**src/rtl/pipeline_hazard_controller_pkg.sv**
```systemverilog
// Shared encodings for the pipeline hazard controller: FSM states, the x0 index
// and the bundled per-stage control word.
package pipeline_hazard_controller_pkg;

    typedef enum logic [1:0] {
        ST_RUN      = 2'd0,
        ST_MC_WAIT  = 2'd1,
        ST_MEM_WAIT = 2'd2
    } state_e;

    localparam logic [4:0] REG_X0 = 5'd0;

    typedef struct packed {
        logic pc_en;
        logic pc_redirect;
        logic ifid_stall;
        logic ifid_flush;
        logic idex_stall;
        logic idex_flush;
        logic exmem_stall;
        logic exmem_flush;
        logic memwb_flush;
    } ctrl_t;

endpackage

```
**src/rtl/pipeline_hazard_controller_if.sv**
```systemverilog
// Hazard inputs from the pipeline and per-stage control outputs back to it.
interface pipeline_hazard_controller_if;

    logic       id_valid;
    logic [4:0] id_rs1_addr;
    logic [4:0] id_rs2_addr;
    logic       id_uses_rs1;
    logic       id_uses_rs2;
    logic       ex_valid;
    logic [4:0] ex_rd_addr;
    logic       ex_mem_read;
    logic       ex_branch_taken;
    logic       ex_mc_start;
    logic       ex_mc_done;
    logic       dmem_busy;
    logic       imem_ready;

    logic       pc_en;
    logic       pc_redirect;
    logic       ifid_stall;
    logic       ifid_flush;
    logic       idex_stall;
    logic       idex_flush;
    logic       exmem_stall;
    logic       exmem_flush;
    logic       memwb_flush;

    modport master (
        output id_valid, id_rs1_addr, id_rs2_addr, id_uses_rs1, id_uses_rs2,
               ex_valid, ex_rd_addr, ex_mem_read, ex_branch_taken,
               ex_mc_start, ex_mc_done, dmem_busy, imem_ready,
        input  pc_en, pc_redirect, ifid_stall, ifid_flush, idex_stall,
               idex_flush, exmem_stall, exmem_flush, memwb_flush
    );

    modport slave (
        input  id_valid, id_rs1_addr, id_rs2_addr, id_uses_rs1, id_uses_rs2,
               ex_valid, ex_rd_addr, ex_mem_read, ex_branch_taken,
               ex_mc_start, ex_mc_done, dmem_busy, imem_ready,
        output pc_en, pc_redirect, ifid_stall, ifid_flush, idex_stall,
               idex_flush, exmem_stall, exmem_flush, memwb_flush
    );

endinterface

```
**src/rtl/hazard_perf_counters.sv**
```systemverilog
// Stall-cycle and redirect performance counters; both wrap modulo 2^CNT_WIDTH.
module hazard_perf_counters #(
    parameter int CNT_WIDTH = 32
) (
    input  logic                 clk,
    input  logic                 reset_n,
    input  logic                 stall_i,
    input  logic                 redirect_i,
    output logic [CNT_WIDTH-1:0] stall_cyc_o,
    output logic [CNT_WIDTH-1:0] redirects_o
);

    logic [CNT_WIDTH-1:0] stall_cyc_q;
    logic [CNT_WIDTH-1:0] redirects_q;

    // NOTE: sequential state is updated with <= so every flop samples pre-edge values.
    always_ff @(posedge clk) begin
        if (!reset_n) begin
            stall_cyc_q <= '0;
            redirects_q <= '0;
        end else begin
            if (stall_i)    stall_cyc_q <= stall_cyc_q + 1'b1;
            if (redirect_i) redirects_q <= redirects_q + 1'b1;
        end
    end

    assign stall_cyc_o = stall_cyc_q;
    assign redirects_o = redirects_q;

endmodule

```
**src/rtl/pipeline_hazard_controller.sv**
```systemverilog
// Per-cycle stall/flush/PC control for the 5-stage pipeline, with a multi-cycle
// op FSM, MC_WAIT watchdog and performance counters.
module pipeline_hazard_controller
    import pipeline_hazard_controller_pkg::*;
#(
    parameter int MC_TIMEOUT = 64,
    parameter int CNT_WIDTH  = 32
) (
    input  logic                   clk,
    input  logic                   reset_n,
    pipeline_hazard_controller_if.slave hz,
    output logic [1:0]             state_o,
    output logic                   mc_timeout_err,
    output logic [CNT_WIDTH-1:0]   perf_stall_cyc,
    output logic [CNT_WIDTH-1:0]   perf_redirects
);

    localparam int             WD_W   = $clog2(MC_TIMEOUT + 1);
    localparam logic [WD_W-1:0] WD_MAX = WD_W'(MC_TIMEOUT);

    state_e          state_q, state_d, eff_state;
    logic            mc_pend_q, mc_pend_d;
    logic [WD_W-1:0] wd_q, wd_d;
    logic            err_q, err_d;
    logic            mc_start_ok, mc_wait, redirect, load_use;
    ctrl_t           ctrl;

    // MEM_WAIT behaves like the op state it interrupted once dmem_busy drops.
    always_comb begin
        eff_state = state_q;
        if (state_q == ST_MEM_WAIT) eff_state = mc_pend_q ? ST_MC_WAIT : ST_RUN;
    end

    assign mc_start_ok = hz.ex_mc_start & hz.ex_valid & ~hz.ex_mc_done;
    assign mc_wait     = (eff_state == ST_MC_WAIT) ? ~hz.ex_mc_done : mc_start_ok;
    assign redirect    = hz.ex_valid & hz.ex_branch_taken;
    assign load_use    = hz.ex_valid & hz.ex_mem_read & (hz.ex_rd_addr != REG_X0) & hz.id_valid &
                         ((hz.id_uses_rs1 & (hz.id_rs1_addr == hz.ex_rd_addr)) |
                          (hz.id_uses_rs2 & (hz.id_rs2_addr == hz.ex_rd_addr)));

    always_ff @(posedge clk) begin
        if (!reset_n) begin
            state_q   <= ST_RUN;
            mc_pend_q <= 1'b0;
            wd_q      <= '0;
            err_q     <= 1'b0;
        end else begin
            state_q   <= state_d;
            mc_pend_q <= mc_pend_d;
            wd_q      <= wd_d;
            err_q     <= err_d;
        end
    end

    // NOTE: every always_comb output gets a default first so no latch is inferred.
    always_comb begin
        state_d   = eff_state;
        mc_pend_d = 1'b0;
        if (hz.dmem_busy) begin
            state_d   = ST_MEM_WAIT;
            mc_pend_d = (eff_state == ST_MC_WAIT) & ~hz.ex_mc_done;
        end else if (eff_state == ST_RUN && mc_start_ok) begin
            state_d = ST_MC_WAIT;
        end else if (eff_state == ST_MC_WAIT && hz.ex_mc_done) begin
            state_d = ST_RUN;
        end
    end

    // Watchdog counts consecutive MC_WAIT cycles and saturates at the limit.
    always_comb begin
        wd_d  = '0;
        err_d = err_q;
        if (state_q == ST_MC_WAIT) begin
            wd_d = (wd_q == WD_MAX) ? wd_q : wd_q + 1'b1;
            if (wd_d == WD_MAX) err_d = 1'b1;
        end
    end

    always_comb begin
        ctrl = '0;
        if (!reset_n) begin
            ctrl.ifid_flush = 1'b1;
            ctrl.idex_flush = 1'b1;
        end else if (hz.dmem_busy) begin
            ctrl.ifid_stall  = 1'b1;
            ctrl.idex_stall  = 1'b1;
            ctrl.exmem_stall = 1'b1;
            ctrl.memwb_flush = 1'b1;
        end else if (mc_wait) begin
            ctrl.ifid_stall  = 1'b1;
            ctrl.idex_stall  = 1'b1;
            ctrl.exmem_flush = 1'b1;
        end else if (redirect) begin
            ctrl.pc_en       = 1'b1;
            ctrl.pc_redirect = 1'b1;
            ctrl.ifid_flush  = 1'b1;
            ctrl.idex_flush  = 1'b1;
        end else if (load_use) begin
            ctrl.ifid_stall = 1'b1;
            ctrl.idex_flush = 1'b1;
        end else if (!hz.imem_ready) begin
            ctrl.ifid_flush = 1'b1;
        end else begin
            ctrl.pc_en = 1'b1;
        end
    end

    assign hz.pc_en       = ctrl.pc_en;
    assign hz.pc_redirect = ctrl.pc_redirect;
    assign hz.ifid_stall  = ctrl.ifid_stall;
    assign hz.ifid_flush  = ctrl.ifid_flush;
    assign hz.idex_stall  = ctrl.idex_stall;
    assign hz.idex_flush  = ctrl.idex_flush;
    assign hz.exmem_stall = ctrl.exmem_stall;
    assign hz.exmem_flush = ctrl.exmem_flush;
    assign hz.memwb_flush = ctrl.memwb_flush;

    assign state_o        = state_q;
    assign mc_timeout_err = err_q;

    hazard_perf_counters #(.CNT_WIDTH(CNT_WIDTH)) u_perf (
        .clk         (clk),
        .reset_n     (reset_n),
        .stall_i     (reset_n & ~ctrl.pc_en),
        .redirect_i  (ctrl.pc_redirect),
        .stall_cyc_o (perf_stall_cyc),
        .redirects_o (perf_redirects)
    );

endmodule
```
**src/flat_wrapper.sv**
```systemverilog
// flat-port wrapper written by rule: the top's interface ports become plain ports
module pipeline_hazard_controller_flat import pipeline_hazard_controller_pkg::*;
#(
    parameter int MC_TIMEOUT = 64,
    parameter int CNT_WIDTH  = 32
)
  (clk, reset_n, state_o, mc_timeout_err, perf_stall_cyc, perf_redirects, hz_id_valid, hz_id_rs1_addr, hz_id_rs2_addr, hz_id_uses_rs1, hz_id_uses_rs2, hz_ex_valid, hz_ex_rd_addr, hz_ex_mem_read, hz_ex_branch_taken, hz_ex_mc_start, hz_ex_mc_done, hz_dmem_busy, hz_imem_ready, hz_pc_en, hz_pc_redirect, hz_ifid_stall, hz_ifid_flush, hz_idex_stall, hz_idex_flush, hz_exmem_stall, hz_exmem_flush, hz_memwb_flush);
  pipeline_hazard_controller_if hz_i ();
  input  logic clk;
  input  logic reset_n;
  output logic [1:0] state_o;
  output logic mc_timeout_err;
  output logic [CNT_WIDTH-1:0] perf_stall_cyc;
  output logic [CNT_WIDTH-1:0] perf_redirects;
  input wire logic [$bits(hz_i.id_valid)-1:0] hz_id_valid;
  input wire logic [$bits(hz_i.id_rs1_addr)-1:0] hz_id_rs1_addr;
  input wire logic [$bits(hz_i.id_rs2_addr)-1:0] hz_id_rs2_addr;
  input wire logic [$bits(hz_i.id_uses_rs1)-1:0] hz_id_uses_rs1;
  input wire logic [$bits(hz_i.id_uses_rs2)-1:0] hz_id_uses_rs2;
  input wire logic [$bits(hz_i.ex_valid)-1:0] hz_ex_valid;
  input wire logic [$bits(hz_i.ex_rd_addr)-1:0] hz_ex_rd_addr;
  input wire logic [$bits(hz_i.ex_mem_read)-1:0] hz_ex_mem_read;
  input wire logic [$bits(hz_i.ex_branch_taken)-1:0] hz_ex_branch_taken;
  input wire logic [$bits(hz_i.ex_mc_start)-1:0] hz_ex_mc_start;
  input wire logic [$bits(hz_i.ex_mc_done)-1:0] hz_ex_mc_done;
  input wire logic [$bits(hz_i.dmem_busy)-1:0] hz_dmem_busy;
  input wire logic [$bits(hz_i.imem_ready)-1:0] hz_imem_ready;
  output wire logic [$bits(hz_i.pc_en)-1:0] hz_pc_en;
  output wire logic [$bits(hz_i.pc_redirect)-1:0] hz_pc_redirect;
  output wire logic [$bits(hz_i.ifid_stall)-1:0] hz_ifid_stall;
  output wire logic [$bits(hz_i.ifid_flush)-1:0] hz_ifid_flush;
  output wire logic [$bits(hz_i.idex_stall)-1:0] hz_idex_stall;
  output wire logic [$bits(hz_i.idex_flush)-1:0] hz_idex_flush;
  output wire logic [$bits(hz_i.exmem_stall)-1:0] hz_exmem_stall;
  output wire logic [$bits(hz_i.exmem_flush)-1:0] hz_exmem_flush;
  output wire logic [$bits(hz_i.memwb_flush)-1:0] hz_memwb_flush;
  assign hz_i.id_valid = hz_id_valid;
  assign hz_i.id_rs1_addr = hz_id_rs1_addr;
  assign hz_i.id_rs2_addr = hz_id_rs2_addr;
  assign hz_i.id_uses_rs1 = hz_id_uses_rs1;
  assign hz_i.id_uses_rs2 = hz_id_uses_rs2;
  assign hz_i.ex_valid = hz_ex_valid;
  assign hz_i.ex_rd_addr = hz_ex_rd_addr;
  assign hz_i.ex_mem_read = hz_ex_mem_read;
  assign hz_i.ex_branch_taken = hz_ex_branch_taken;
  assign hz_i.ex_mc_start = hz_ex_mc_start;
  assign hz_i.ex_mc_done = hz_ex_mc_done;
  assign hz_i.dmem_busy = hz_dmem_busy;
  assign hz_i.imem_ready = hz_imem_ready;
  assign hz_pc_en = hz_i.pc_en;
  assign hz_pc_redirect = hz_i.pc_redirect;
  assign hz_ifid_stall = hz_i.ifid_stall;
  assign hz_ifid_flush = hz_i.ifid_flush;
  assign hz_idex_stall = hz_i.idex_stall;
  assign hz_idex_flush = hz_i.idex_flush;
  assign hz_exmem_stall = hz_i.exmem_stall;
  assign hz_exmem_flush = hz_i.exmem_flush;
  assign hz_memwb_flush = hz_i.memwb_flush;
  pipeline_hazard_controller #(.MC_TIMEOUT(MC_TIMEOUT), .CNT_WIDTH(CNT_WIDTH)) u_core (.clk(clk), .reset_n(reset_n), .hz(hz_i), .state_o(state_o), .mc_timeout_err(mc_timeout_err), .perf_stall_cyc(perf_stall_cyc), .perf_redirects(perf_redirects));
endmodule
```
**config.mk**
```make
export PLATFORM = sky130hd
export DESIGN_NAME = pipeline_hazard_controller_flat
export DESIGN_NICKNAME = d
export VERILOG_FILES = /design/src/rtl/pipeline_hazard_controller_pkg.sv /design/src/rtl/pipeline_hazard_controller_if.sv /design/src/rtl/hazard_perf_counters.sv /design/src/rtl/pipeline_hazard_controller.sv /design/src/flat_wrapper.sv
export SDC_FILE = /design/constraint.sdc
export NUM_CORES = 1
export LEC_CHECK = 0
export ABC_AREA = 1
export ABC_CLOCK_PERIOD_IN_PS = 3700
export CAP_MARGIN = 20
export CORE_AREA = 2 2 93 95
export CTS_CLUSTER_DIAMETER = 60
export DETAILED_ROUTE_END_ITERATION = 8
export DIE_AREA = 0 0 95 97
export HOLD_SLACK_MARGIN = 0.02
export PLACE_DENSITY_LB_ADDON = 0.12
export SLEW_MARGIN = 5
export SYNTH_ARGS = -nofsm -noshare
export SYNTH_HDL_FRONTEND = slang
export SYNTH_HIERARCHICAL = 1
export SYNTH_SLANG_ARGS = --single-unit
```
**constraint.sdc**
```tcl
create_clock -name clk -period 3.7 [get_ports clk]
set_input_delay 1.11 -clock clk [delete_from_list [all_inputs] [get_ports clk]]
set_output_delay 1.11 -clock clk [all_outputs]
set_load 0.01 [all_outputs]
```
==> results of run 1 <==
## metal layers
metal  vias to the layer above  track usage
li1                       2489            -
met1                      2220        0.329
met2                       194        0.466
met3                        33       0.0452
met4                         0        0.140
met5                         -            0
## worst min path at each step
| stage | endpoint | slack [ns] | depth (start not counted) |
|---|---|---|---|
| after floorplan | u_core/mc_timeout_err | 0.48 | 2 |
| after global placement | u_core/mc_timeout_err | 0.45 | 2 |
| after detailed placement | u_core/mc_timeout_err | 0.45 | 2 |
| after CTS | u_core/mc_timeout_err | 0.47 | 2 |
| after global routing | u_core/mc_timeout_err | 0.50 | 2 |
| final | u_core/mc_timeout_err | 0.47 | 2 |
## cells in the mapped netlist, types with 4 or more instances
cell type,n,area (um^2)
o21ai_0,17,85.1
nor2_4,9,101
nor2_1,150,563
nor2_2,12,75.1
inv_1,86,323
ha_1,4,50.1
nor3_1,5,25.0
nand2_1,186,698
dfxtp_1,75,1500
nand3_1,51,255
clkbuf_1,4,15.0
a21oi_1,37,185
nand4_1,27,169
inv_2,8,30.0
nand2_2,7,43.8
## cell type report
cell class                 count  share of cell area
sequential                    75               0.256
clock buffer                  11              0.0241
timing repair buffer         118               0.192
multi-input combinational    534               0.429
tap                          105              0.0224
inverter                      96              0.0615
clock inverter                 5              0.0145
## cell usage in the layout (no fill, tap or decap), types with 4 or more instances in the layout
| master | netlist | routed |
|---|---|---|
| inv_1 | 86 | 86 |
| nor2_2 | 12 | 12 |
| nor3_1 | 5 | 5 |
| nor2_4 | 9 | 9 |
| nor2_1 | 150 | 150 |
| nand2_1 | 186 | 186 |
| buf_4 | 3 | 16 |
| o21ai_0 | 17 | 16 |
| nand4_1 | 27 | 27 |
| clkdlybuf4s50_1 | 0 | 92 |
| nand2_2 | 7 | 7 |
| clkbuf_8 | 0 | 10 |
| nand3_1 | 51 | 51 |
| ha_1 | 4 | 4 |
| inv_2 | 8 | 8 |
| dfxtp_1 | 75 | 75 |
| a21oi_1 | 37 | 37 |
## worst max-delay path, cell delays in order
cell and delay (ns):
clkdlybuf4s50_1 0.49, inv_2 0.06, nand2_1 0.06, o21ai_1 0.07, nor2_1 0.11, nand3_1 0.09, nand2_1 0.09, nand3_1 0.07
nand2_1 0.06, dlygate4sd2_1 0.27
## flip-flops by register name, indices dropped and copies added, names as in the netlist
name and flops:
u_core/mc_timeout_err 1, u_core/mc_pend_q 1, u_core/wd_q 7, u_core/state_o 2, u_core/u_perf/redirects_o 32, u_core/u_perf/stall_cyc_o 32
## metrics by stage
stage	cells	util	instance area, um^2	total power [W]	setup TNS, ns
5_1_grt	944	0.720	5860	0.00173	0
2_1_floorplan	715	-	4420	0.000894	0
3_3_place_gp	928	0.693	5640	0.000965	-0.996
6_report	944	0.720	5860	0.00166	0
3_5_place_dp	928	0.693	5640	0.000969	-1.27
4_1_cts	944	0.721	5860	0.00168	0
## report_power, final
part           switching [W]  leakage (nW)  internal (W)
clock network       0.000312         0.110      0.000402
registers         0.00000557         0.605      0.000811
logic              0.0000672          1.68     0.0000654
## cells by family (layout without fill, tap and decap cells)
group                      after synthesis  in the layout  synth area share
and+or+nand+nor                        460            460             0.467
buffers and inverters                  106            230            0.0931
DFF                                     75             75             0.340
AOI/OAI and AO/OA                       64             64            0.0764
xor gates and xnor gates                 6              6            0.0119
adders and majority gates                4              4            0.0113
## timing repair
action / 4_1_cts / 5_1_grt
resized for setup: 10 / 12
setup buffers: 0 / 0
pin swaps: 0 / 0
endpoints found under the setup margin: 6 / 6
==> run_results.csv, run 1 <==
group,metric,value,unit
run_status,status,"completed",
clock_tree,cts-htree-levels,3,
logic_synthesis,syn_nets,746,
place,dp_hpwl,9.00,mm
timing,rsz0062_at_grt,"no",
clock_tree,clock_sinks,75,
timing,worst_pin_slew,0.527,ns
clock_tree,clock_path_buffers,2,
floorplan,fp-row-count,33,
global_routing,antenna_found_initial,0,
clock_tree,cts_hold_buf,0,
timing,finalMaxSlewViolations,0,
floorplan,io_pins,103,
worst_setup_path,rr_endpoint,"u_core/u_perf/redirects_o[19]",
clock_tree,numCtsBuffers,9,
power,power.leakage,2.39,nW
timing,setup_violations,0,
logic_synthesis,netlist_area,4420,um^2
worst_setup_path,crit_start,"hz_ex_rd_addr[3]",
worst_setup_path,reg2reg_slack,1.38,ns
worst_setup_path,endpoint_kind,"output pin",
run,drv_cap,0,
logic_synthesis,synthFlopType,"dfxtp_1",
global_routing,grt_pass1_wl,20.8,mm
routing,met1_length,4.97,mm
global_routing,first_global_vias,4830,
routing,top_layer,"met4",
routing,vias,4936,
routing,drt-initial-drc-count,181,
floorplan,start_util,0.543,
clock_tree,ctsRootBufferMaster,"clkbuf_8",
timing,timing.hold.ws,0.472,ns
cells_and_area,regArea,1500,um^2
place,io_buffer_count,102,
routing,vias_per_cell,5.23,
logic_synthesis,synth_cells,715,
cells_and_area,multi_input_area,2510,um^2
cells_and_area,nFillCells,685,
worst_setup_path,crit_required,2.59,ns
timing,period_minus_slack,3.59,ns
place,dp_slack,-0.358,ns
place,gp_congestion,0.908,
worst_setup_path,arrival,2.48,ns
timing,worst_clock_skew,0.00904,ns
routing,drc,0,
clock_tree,cts_tree,"built",
timing,worst_slack,0.112,ns
cells_and_area,drive_gt1_frac,0.0965,
logic_synthesis,yosysWarningCount,6,
worst_setup_path,critPathCapture,"hz_ifid_stall",
clock_tree,clkTransAtPathRegs,0.08,ns
floorplan,coreArea,8130,um^2
cells_and_area,nets,865,
hold_path,hold_class,"flip-flop to flip-flop",
global_routing,grtUsageTotal,0.275,
power,ir_worst_vdd,0.181,mV
worst_setup_path,path_class,"primary input to output pin",
timing,fmax,279,MHz
floorplan,die_y,97,um
logic_synthesis,syn_avg_cell_area,6.18,um^2
worst_setup_path,cp_max_fo,4,
floorplan,chipWidth,95,um
timing,slew_headroom,0.649,
clock_tree,clkLatencyLatePin,0.35,ns
worst_setup_path,reg2reg_from,"u_core/state_o[1]",
worst_setup_path,worst-r2r-cell-count,15,
logic_synthesis,synth_cell_type_count,34,
routing,routedWlPerCell,12.6,um
routing,wl,11.9,mm
routing,route.met3.wl,647,um
routing,first_pass_iters,5,
floorplan,die_area,9220,um^2
logic_synthesis,async_flop_share,0,
logic_synthesis,synth_edf_count,0,
worst_setup_path,cp-start-kind,"primary input",
global_routing,grt_max_degree,50,
global_routing,overflow,0,
routing,wl_met2,5.90,mm
cells_and_area,diodes,0,
routing,ant_nets,0,
logic_synthesis,ys_seq_area_frac,0.340,
timing,hold_violations,0,
power,power_density,284,nW/um^2
hold_path,hp-start,"u_core/mc_timeout_err",
logic_synthesis,synth_seq_cells,75,
cells_and_area,area_growth,32.6,%
timing,period_share,0.970,
(Power assumes the default switching activity.)
==> inputs of run 2 (changes only) <==
--- a/config.mk
+++ b/config.mk
@@ -12,7 +12,9 @@
 export CTS_CLUSTER_DIAMETER = 60
 export DETAILED_ROUTE_END_ITERATION = 8
 export DIE_AREA = 0 0 95 97
+export GPL_TIMING_DRIVEN = 0
 export HOLD_SLACK_MARGIN = 0.02
+export MAX_ROUTING_LAYER = met4
 export PLACE_DENSITY_LB_ADDON = 0.12
 export SLEW_MARGIN = 5
 export SYNTH_ARGS = -nofsm -noshare
==> run_results.csv, run 2 (synthesis gave the netlist of run 1 again) <==
group,metric,value,unit
routing,first_pass_iters,4,
power,power.leakage,2.37,nW
power,power.internal,0.00139,W
global_routing,grt_max_degree,14,
timing,period_share,0.975,
clock_tree,clkLatencyLatePin,0.35,ns
clock_tree,post_cts.repair.setup_buffers,0,
global_routing,grt_pass1_wl,19.7,mm
timing,finalMaxSlewViolations,0,
global_routing,grtUsageTotal,0.270,
worst_setup_path,cp-start-kind,"primary input",
cells_and_area,final_common_cell,"nand2_1",
worst_setup_path,path_class,"primary input to output pin",
place,gp_congestion,0.957,
power,power_switching,0.000391,W
power,p_seq_frac,0.459,
run_status,status,"completed",
timing,fmax,277,MHz
place,io_buffer_count,102,
cells_and_area,drive_gt1_frac,0.0852,
clock_tree,cts_hold_buf,0,
global_routing,overflow,0,
clock_tree,clkTransAtPathRegs,0.09,ns
timing,hold_violations,0,
place,place_area,5570,um^2
worst_setup_path,crit_required,2.59,ns
floorplan,fp-row-count,33,
power,combPwrFrac,0.071,
clock_tree,cts_tree,"built",
cells_and_area,nets,859,
worst_setup_path,endpoint_kind,"output pin",
routing,wl,11.9,mm
routing,drc,0,
routing,vias_per_cell,5.17,
run,drv_cap,0,
routing,routedWlPerCell,12.7,um
global_routing,antenna_found_initial,0,
timing,timing.hold.ws,0.475,ns
floorplan,start_util,0.543,
power,ir_worst_vdd,0.168,mV
power,power_density,305,nW/um^2
cells_and_area,mostFrequentLayoutCells,"185 x nand2_1, 149 x nor2_1, 93 x clkdlybuf4s50_1",
power,p_clk_frac,0.471,
cells_and_area,area_growth,32.2,%
clock_tree,numCtsBuffers,9,
cells_and_area,final_util,0.719,
worst_setup_path,arrival,2.50,ns
cells_and_area,fin_area,5840,um^2
clock_tree,clock_path_buffers,2,
timing,slew_headroom,0.584,
worst_setup_path,cp_max_fo,6,
clock_tree,cts-htree-levels,3,
hold_path,hold_class,"flip-flop to flip-flop",
worst_setup_path,worst-r2r-cell-count,13,
floorplan,die_y,97,um
timing,worst_pin_slew,0.624,ns
floorplan,chipWidth,95,um
timing,finalSetupTns,0,ns
cells_and_area,diodes,0,
clock_tree,cts_resized,10,
routing,vias,4854,
global_routing,first_global_vias,4490,
floorplan,coreArea,8130,um^2
clock_tree,ctsRootBufferMaster,"clkbuf_8",
timing,period_minus_slack,3.61,ns
clock_tree,clock_sinks,75,
floorplan,die_area,9220,um^2
routing,ant_nets,0,
routing,drt-initial-drc-count,200,
place,dp_hpwl,8.98,mm
timing,worst_clock_skew,0.00858,ns
hold_path,whs_path_depth,2,
timing,setup_violations,0,
floorplan,io_pins,103,
power,p_sw_frac,0.219,
run 2: power groups by stage:
stage	clock network, W	logic, W	registers [W]
after detailed placement	0	0.000127	0.000835
after global placement	0	0.000124	0.000835
final	0.000838	0.000126	0.000816
after floorplan	0	0.0000581	0.000836
after CTS	0.000847	0.000126	0.000816
after global routing	0.000887	0.000139	0.000817
run 2: layout make-up:
class | count | area, um^2
clock inverters | 6 | 138
inverters | 96 | 360
clock buffers | 10 | 128
fillers | 677 | 2290
well taps | 105 | 131
plain buffers | 10 | 51.3
multi-input cells | 534 | 2520
flip-flops and latches | 75 | 1500
repair buffers | 102 | 1010
run 2: routing by layer:
layer  share of wire  wire, um  track usage
met1            0.43      5160        0.327
met2            0.49      5790        0.441
met3           0.057       683       0.0483
met4           0.022       259        0.106
met5               0         0            -
run 2: final timing paths:
path	startpoint	to	slack (ns)
setup / recovery	hz_ex_mc_done	hz_pc_redirect	0.09
hold / removal	u_core/mc_timeout_err	u_core/mc_timeout_err	0.47
setup reg to reg	u_core/state_o[1]	u_core/u_perf/redirects_o[19]	1.57
hold reg to reg	u_core/mc_timeout_err	u_core/mc_timeout_err	0.47
run 2: stage by stage:
step	setup slack (ns)	std cells	power [W]
2_1_floorplan	0.779	715	0.000894
3_3_place_gp	-0.514	922	0.000959
3_5_place_dp	-0.516	922	0.000962
4_1_cts	0.00412	938	0.00179
5_1_grt	-0.00512	938	0.00184
6_report	0.0908	938	0.00178
run 2: worst max-delay path: stages:
cell             delay (ns)
clkdlybuf4s50_1        0.45
inv_1                  0.05
nand3_1                0.10
nand2_1                0.08
inv_1                  0.07
nand2_1                0.11
nor2_4                 0.21
dlygate4sd2_1          0.30
